**config.mk**
```make
export PLATFORM = sky130hd
export DESIGN_NAME = sign_compressor
export DESIGN_NICKNAME = d
export VERILOG_FILES = /design/src/rtl/sign_compressor_pkg.sv /design/src/rtl/sign_narrow.sv /design/src/rtl/sign_compressor.sv
export SDC_FILE = /design/constraint.sdc
export NUM_CORES = 1
export LEC_CHECK = 0
export ABC_AREA = 1
export BUFFER_PORTS_ARGS = -buffer_cell sky130_fd_sc_hd__buf_2
export CAP_MARGIN = 10
export CORE_MARGIN = 2
export CORE_UTILIZATION = 55
export CTS_BUF_LIST = sky130_fd_sc_hd__clkbuf_16
export CTS_CLUSTER_DIAMETER = 30
export CTS_CLUSTER_SIZE = 14
export DETAILED_ROUTE_END_ITERATION = 12
export PLACE_DENSITY = 0.8
export SLEW_MARGIN = 20
export SYNTH_ARGS = -nofsm -noshare
export SYNTH_HDL_FRONTEND = slang
export SYNTH_SLANG_ARGS = --single-unit
```
**constraint.sdc**
```tcl
create_clock -name clk -period 4 [get_ports clk]
set_input_delay 0.6 -clock clk [delete_from_list [all_inputs] [get_ports clk]]
set_output_delay 0.6 -clock clk [all_outputs]
set_load 0.02 [all_outputs]
```
**src/rtl/sign_compressor_pkg.sv**
```systemverilog
// Shared constants and FIFO entry type for the sign compressor.
// Build option: SIGN_COMPRESS_SAT_EN selects saturation on overflow.
package sign_compressor_pkg;

  localparam int WORD_W = 32;
  localparam int HALF_W = 16;

  localparam logic [HALF_W-1:0] SAT_POS = 16'h7FFF;
  localparam logic [HALF_W-1:0] SAT_NEG = 16'h8000;

  typedef struct packed {
    logic [HALF_W-1:0] data;
    logic              ovf;
  } entry_t;

endpackage

```
**src/rtl/sign_narrow.sv**
```systemverilog
// Combinational 32->16 signed narrowing with overflow flag.
// SIGN_COMPRESS_SAT_EN: saturate on overflow, else truncate.
module sign_narrow
  import sign_compressor_pkg::*;
(
  input  logic [WORD_W-1:0] din,
  output logic [HALF_W-1:0] dout,
  output logic              ovf
);

  logic [WORD_W-HALF_W:0] hi;
  logic                   fit;

  assign hi  = din[WORD_W-1:HALF_W-1];
  assign fit = (&hi) | ~(|hi);
  assign ovf = ~fit;

`ifdef SIGN_COMPRESS_SAT_EN
  assign dout = fit          ? din[HALF_W-1:0] :
                din[WORD_W-1] ? SAT_NEG : SAT_POS;
`else
  assign dout = din[HALF_W-1:0];
`endif

endmodule

```
**src/rtl/sign_compressor.sv**
```systemverilog
// Narrows signed 32-bit words to 16 bits through a 2-entry FIFO
// and counts overflowing words. Option: SIGN_COMPRESS_SAT_EN.
module sign_compressor
  import sign_compressor_pkg::*;
#(
  parameter int CNT_W = 16
) (
  input  logic             clk,
  input  logic             reset,
  input  logic             in_valid,
  output logic             in_ready,
  input  logic [31:0]      in_data,
  output logic             out_valid,
  input  logic             out_ready,
  output logic [15:0]      out_data,
  output logic             out_ovf,
  input  logic             clr_count,
  output logic [CNT_W-1:0] ovf_count
);

  localparam logic [1:0] EMPTY = 2'd0;
  localparam logic [1:0] ONE   = 2'd1;
  localparam logic [1:0] FULL  = 2'd2;

  logic [1:0]        occ;
  entry_t            e0, e1, nw;
  logic [HALF_W-1:0] n_data;
  logic              n_ovf;
  logic              acc, del;

  sign_narrow u_narrow (
    .din  (in_data),
    .dout (n_data),
    .ovf  (n_ovf)
  );

  assign nw        = '{data: n_data, ovf: n_ovf};
  assign in_ready  = (occ != FULL);
  assign out_valid = (occ != EMPTY);
  assign out_data  = e0.data;
  assign out_ovf   = e0.ovf;
  assign acc       = in_valid & in_ready;
  assign del       = out_valid & out_ready;

  // e0 is always the head; e1 only holds data in FULL
  always_ff @(posedge clk or posedge reset) begin
    if (reset) begin
      occ <= EMPTY;
      e0  <= '0;
      e1  <= '0;
    end else begin
      unique case (occ)
        EMPTY: begin
          if (acc) begin
            e0  <= nw;
            occ <= ONE;
          end
        end
        ONE: begin
          if (acc && del) begin
            e0 <= nw;
          end else if (acc) begin
            e1  <= nw;
            occ <= FULL;
          end else if (del) begin
            occ <= EMPTY;
          end
        end
        FULL: begin
          if (del) begin
            e0  <= e1;
            occ <= ONE;
          end
        end
        default: occ <= EMPTY;
      endcase
    end
  end

  always_ff @(posedge clk or posedge reset) begin
    if (reset) begin
      ovf_count <= '0;
    end else if (clr_count) begin
      ovf_count <= '0;
    end else if (acc && n_ovf && (ovf_count != '1)) begin
      ovf_count <= ovf_count + CNT_W'(1);
    end
  end

endmodule

```
==> summary.txt, run 1 <==
CP max FO: 21
Req. time, crit path: 3.40 ns
Final Hold Vio Count: 0
Hold_buf cts: 0
Post-synthesis cell area: 0.00278 mm²
Insertion delay to the later sink of the worst-skew pair: 0.29 ns
Buffers on Ports: 71
Fin crit share: 54.1%
Leakage: 1.69 nW
Flops & latches, synth: 52
Slew @ Worst Pin: 0.886 ns
Startpoint types: flop
Die Width: 75.0 µm
Hold WC Path Type: input port to asynchronous set/reset pin
Post-Synthesis Cells: 349
First-pass GRT wire length: 10,400 µm
Clock Skew: 0.00439 ns
Fmax: 462 MHz
Pwr dens: 502 mW/mm²
Crit path largest cell delay: 0.55 ns
Layout cells sized above 1: 25.0%
Finished layout cell area: 0.00331 mm²
CTS Buf Count: 5
Final Max Slew Viols: 0
Ys flop type: dfrtp_1
Async SR Flop Fraction: 100%
Syn_nets: 387
CP delay by family, top: simple AND/OR/NAND/NOR gates
Grt ovf: 0
Initial antenna violation count: 0
RePlAce Congestion: 0.831
Crit path capture type: primary output
Critical path class: flop to primary output
CTS clk-pin slew, worst paths: 0.07 ns
Placed insts: 475
Arrival @ worst endpoint: 1.57 ns
Initial drt markers: 124
Most frequent cell after synthesis: nand2_1
WL final: 6090 µm
Total power: 1.66 mW
Core footprint: 0.00479 mm²
Top post-synthesis cells by area: dfrtp_1, nand2_1, nor2_1
Vias: 2,512
Hold slack final: 0.454 ns
H-tree levels: 2
Largest area contributor in the netlist: dfrtp_1
Status: completed
Antenna Nets Post-Route: 0
Root Driver: clkbuf_16
Height of the die: 75.0 µm
DR vias/cell: 5.20
Vias in the first global route: 2,367
Synth cell count leaders: nand2_1, nor2_1, dfrtp_1
Post-layout minimum cycle time: 2.17 ns
Longest Clk Path Bufs: 2
Initial Utilization: 58.0%
# setup viols final: 0
NumNets Final: 453
Post-synth EDFFs: 0
Postcts setup bufs: 0
Synthesized area per cell: 7.95 µm²
Max_cap viols: 0
Pre-antenna DRT Iters: 6
Pin count of the biggest net entering global routing: 53
RSZ-0062 raised after global routing: false
Area post-placement: 0.00314 mm²
Die area: 0.00563 mm²
Worst Path Buf+Inv: 1
Slew headroom: 40.9%
I/O pin count: 72
# diodes: 0
Core Rows: 25
Setup TNS: 0 ns
Slowest stage cell, crit path: nand2_1
PostCTS Resize Cnt: 0
Max VDD drop: 0.255 mV
GRT Util Overall: 24.0%
Area growth, synth to finish: 19.3%
Final HPWL DP: 4220 µm
Clk sinks: 52
Synth warn: 0
Critical-path cell list: nand2_1 -> buf_2
Final non-filler cell total: 483
WL/cell: 12.6 µm
DRC Markers: 0
Register area share after synthesis: 46.9%
Synth top area share: 46.9%
Yosys cell types: 30
TritonCTS clock tree: done
[where the power goes]
part	switching [mW]	internal, mW	total [mW]	leakage (nW)
Clock	0.198	0.298	0.496	0.0804
Sequential	0.0736	0.668	0.741	0.636
Combinational	0.258	0.168	0.426	0.973
[state kept, by name (all words and copies together) (netlist names)]
name	flops
e1	17
out_data	16
ovf_count	16
occ	2
out_ovf	1
[worst paths after layout]
kind / start / depth (start not counted) / end / slack, ns
worst min-delay path: reset / 2 / out_data[6] / 0.45
worst max register to register: occ[1] / 4 / out_ovf / 1.89
min in group clk: e1[0] / 2 / e1[0] / 0.50
max in group asynchronous: reset / 2 / out_data[0] / 3.03
worst min register to register: e1[0] / 2 / e1[0] / 0.50
worst max-delay path: occ[1] / 2 / in_ready / 1.83
[per-stage QoR]
step	setup slack [ns]	utilization (%)
floorplan	2.14	-
global placement	2.01	65.5
detailed placement	1.93	65.5
CTS	1.86	69.1
global route	1.71	69.2
finish	1.83	69.2
[placed cells by master (no fill, tap or decap), types with 2 or more instances in the layout]
master	netlist	final
xor2_1	6	6
o21ai_0	4	4
o21bai_1	2	2
inv_2	2	2
xnor2_1	2	2
nand3_1	39	39
buf_2	7	71
a31oi_1	16	16
a21oi_1	3	3
inv_1	23	22
mux2_2	16	16
nand4_1	4	4
nor3_1	3	3
dfrtp_1	52	52
nand2_1	101	101
nor2_1	53	53
nor2_2	2	2
clkbuf_16	0	5
[layout make-up]
class | instances | area, µm²
fill | 409 | 1480
sequential | 52 | 1300
clock inverter | 3 | 46.3
inverter | 26 | 98.8
multi-input combinational | 259 | 1300
tap | 67 | 83.8
clock buffer | 5 | 125
timing repair buffer | 71 | 355
[routing by layer]
layer  vias up  track usage [%]  wire length (µm)
met1      1159             30.1              2740
met3        11             4.42               305
met2        78             41.4              2950
met5         -                0                 0
li1       1264                -                 -
met4         0             8.93               102
[logic make-up after synthesis]
kind of cell / count (synthesis) / synth area share (%)
buffers and inverters: 38 / 6.31
AOI/OAI and AO/OA: 26 / 5.68
DFF: 52 / 46.9
muxes: 16 / 6.49
xor gates and xnor gates: 8 / 2.52
adders and majority gates: 1 / 0.451
and+or+nand+nor: 208 / 31.7
(Power assumes the default switching activity.)
==> inputs of run 2 (changes only) <==
Settings changed: ABC_AREA 1 to 0, CORE_UTILIZATION 55 to 52, PLACE_DENSITY 0.8 to 0.77.
Clock period 4 ns to 2.05 ns, I/O delays scaled along.
==> run 2 against run 1 <==
  * Worst hold slack worse by 0.27 ns
  * Register-to-register slack worse by 1.9 ns
  * Cell count is 16% lower
  * Clock power is 65% higher
  * Via count is 10% lower
  * Sequential share of layout area is 0.68 points higher
==> summary.txt, run 2 <==
Fmax: 495 MHz
Final WS setup: 0.0318 ns
Worst Path Buf+Inv: 1
Setup WS pre-CTS: 0.0337 ns
Syn_nets: 291
Area post-placement: 0.00308 mm²
Synth cell count leaders: dfrtp_1, nand2_1, nor2_1
Longest Clk Path Bufs: 2
WL/cell: 14.7 µm
Initial Utilization: 53.7%
First-pass GRT wire length: 9240 µm
Postcts setup bufs: 0
Met1 GRT Util: 30.9%
# setup viols final: 0
Clock Skew: 0.00396 ns
Commonest non-fill, non-tap cell in the layout: buf_2
CTS Buf Count: 5
Height of the die: 73.6 µm
Flops & latches, synth: 52
Final HPWL DP: 4030 µm
Biggest register: e1
Root Driver: clkbuf_16
Slew headroom: 56.5%
GR Util met2: 34.8%
Pre-antenna DRT Iters: 5
Initial antenna violation count: 0
Hold_buf cts: 0
Most frequent cell after synthesis: dfrtp_1
Grt peak-use layer: met2
Top post-synthesis cells by area: dfrtp_1, mux2_2, nand2_1
Post-synthesis compound-gate area fraction: 12.0%
GRT Util Overall: 22.3%
Crit path capture type: flop
Fill cell count: 361
# diodes: 0
Pin count of the biggest net entering global routing: 53
Largest area contributor in the netlist: dfrtp_1
Grt ovf: 0
RePlAce Congestion: 0.813
Synthesized area per cell: 9.96 µm²
CP delay by family, top: simple AND/OR/NAND/NOR gates
Critical path class: flop to flop
Post-synthesis adder-cell area fraction: 0.497%
Final Hold Vio Count: 0
Die area: 0.00542 mm²
Met3 global-route usage: 6.04%
Ys flop type: dfrtp_1
Area growth, synth to finish: 29.2%
Post-layout minimum cycle time: 2.02 ns
PostCTS Resize Cnt: 0
Hold slack final: 0.185 ns
Die Width: 73.6 µm
Pwr dens: 929 mW/mm²
Req. time, crit path: 2.26 ns
Critical-path cell list: ha_1 -> and4_4 -> a41oi_4 -> nand3_4 -> buf_4 -> or4_1 -> a21oi_1
Crit path largest cell delay: 0.39 ns
I/O pin count: 72
Core footprint: 0.00469 mm²
Yosys cell types: 40
Multi-input logic area: 0.00115 mm²
DRC Markers: 0
Max VDD drop: 0.555 mV
Core Rows: 25
Synth top area share: 51.7%
Startpoint types: flop
Layout cells sized above 1: 40.3%
Fin crit share: 98.4%
Slowest stage cell, crit path: dfrtp_1
Insertion delay to the later sink of the worst-skew pair: 0.29 ns
Vias: 2,259
DR vias/cell: 5.59
Finished layout cell area: 0.00325 mm²
Main combinational cell family by area after synthesis: simple AND/OR/NAND/NOR gates
Max_cap viols: 0
Post-synth EDFFs: 0
Multiplexer area fraction after synthesis: 8.64%
Post-synthesis cell area: 0.00252 mm²
H-tree levels: 2
Arrival @ worst endpoint: 2.23 ns
Antenna Nets Post-Route: 0
Clk sinks: 52
FF/Latch Area: 0.00130 mm²
Status: completed
CP max FO: 6
Max reg flops: 17
CTS clk-pin slew, worst paths: 0.07 ns
Xor/xnor share of the synthesized area: 0.348%
Vias in the first global route: 1,987
Buffers on Ports: 71
Slew @ Worst Pin: 0.652 ns
TritonCTS clock tree: done
Hold WC Path Type: input port to asynchronous set/reset pin
Synth Area in Simple Gates: 23.7%
Initial drt markers: 175
NumNets Final: 387
WL final: 5950 µm
Commonest non-fill, non-tap cells in the layout: buf_2, dfrtp_1, nand2_1
Async SR Flop Fraction: 100%
Levels on crit path: 7
Synth warn: 0
Register area share after synthesis: 51.7%
Leakage: 1.51 nW
Total power: 3.02 mW
Post-layout util: 69.3%
R2r worst-path depth: 7
Final Max Slew Viols: 0
Post-Synthesis Cells: 253
run 2: routing by layer:
layer	vias up	wire, µm	share of wire (%)
li1	1096	-	-
met1	1082	2610	44
met2	74	2860	48
met3	7	395	6.6
met4	0	82	1.4
met5	-	0	0
run 2: path summary, 6_finish.rpt:
path,start,endpoint,slack [ns]
max,ovf_count[0],ovf_count[5],0.03
min,reset,out_data[5],0.19
max reg2reg,ovf_count[0],ovf_count[5],0.03
min reg2reg,e1[15],e1[15],0.51
max in group asynchronous,reset,ovf_count[15],1.43
min in group clk,in_data[2],e1[3],0.26
run 2: cell type report:
class / instances / area share [%]
flip-flops and latches: 52 / 40.0
inverters: 4 / 0.462
clock buffers: 5 / 3.85
well taps: 54 / 2.08
repair buffers: 100 / 17.6
multi-input cells: 186 / 35.4
clock inverters: 3 / 0.615
run 2: worst reg2reg max path: stages, from the launching register on:
cell	delay (ns)
dfrtp_1	0.39
ha_1	0.22
and4_4	0.20
a41oi_4	0.27
nand3_4	0.13
buf_4	0.18
or4_1	0.39
a21oi_1	0.15
run 2: kinds of logic (layout without fill, tap and decap cells):
| kind of cell | after synthesis | after routing |
|---|---|---|
| AOI/OAI and AO/OA | 48 | 48 |
| xor gates and xnor gates | 1 | 1 |
| adders and majority gates | 1 | 1 |
| buffers and inverters | 16 | 112 |
| DFF | 52 | 52 |
| muxes | 19 | 19 |
| and+or+nand+nor | 116 | 117 |
run 2: stage by stage:
stage | std cells | TNS (ns)
after floorplan | 253 | 0
after global placement | 392 | 0
after detailed placement | 392 | 0
after CTS | 400 | 0
after global routing | 404 | -0.0360
final | 404 | 0
run 2: where the power goes:
part,switching [mW],internal (mW),total [mW]
registers,0.127,1.27,1.40
logic,0.455,0.350,0.805
clock network,0.368,0.450,0.818
total,0.950,2.07,3.02
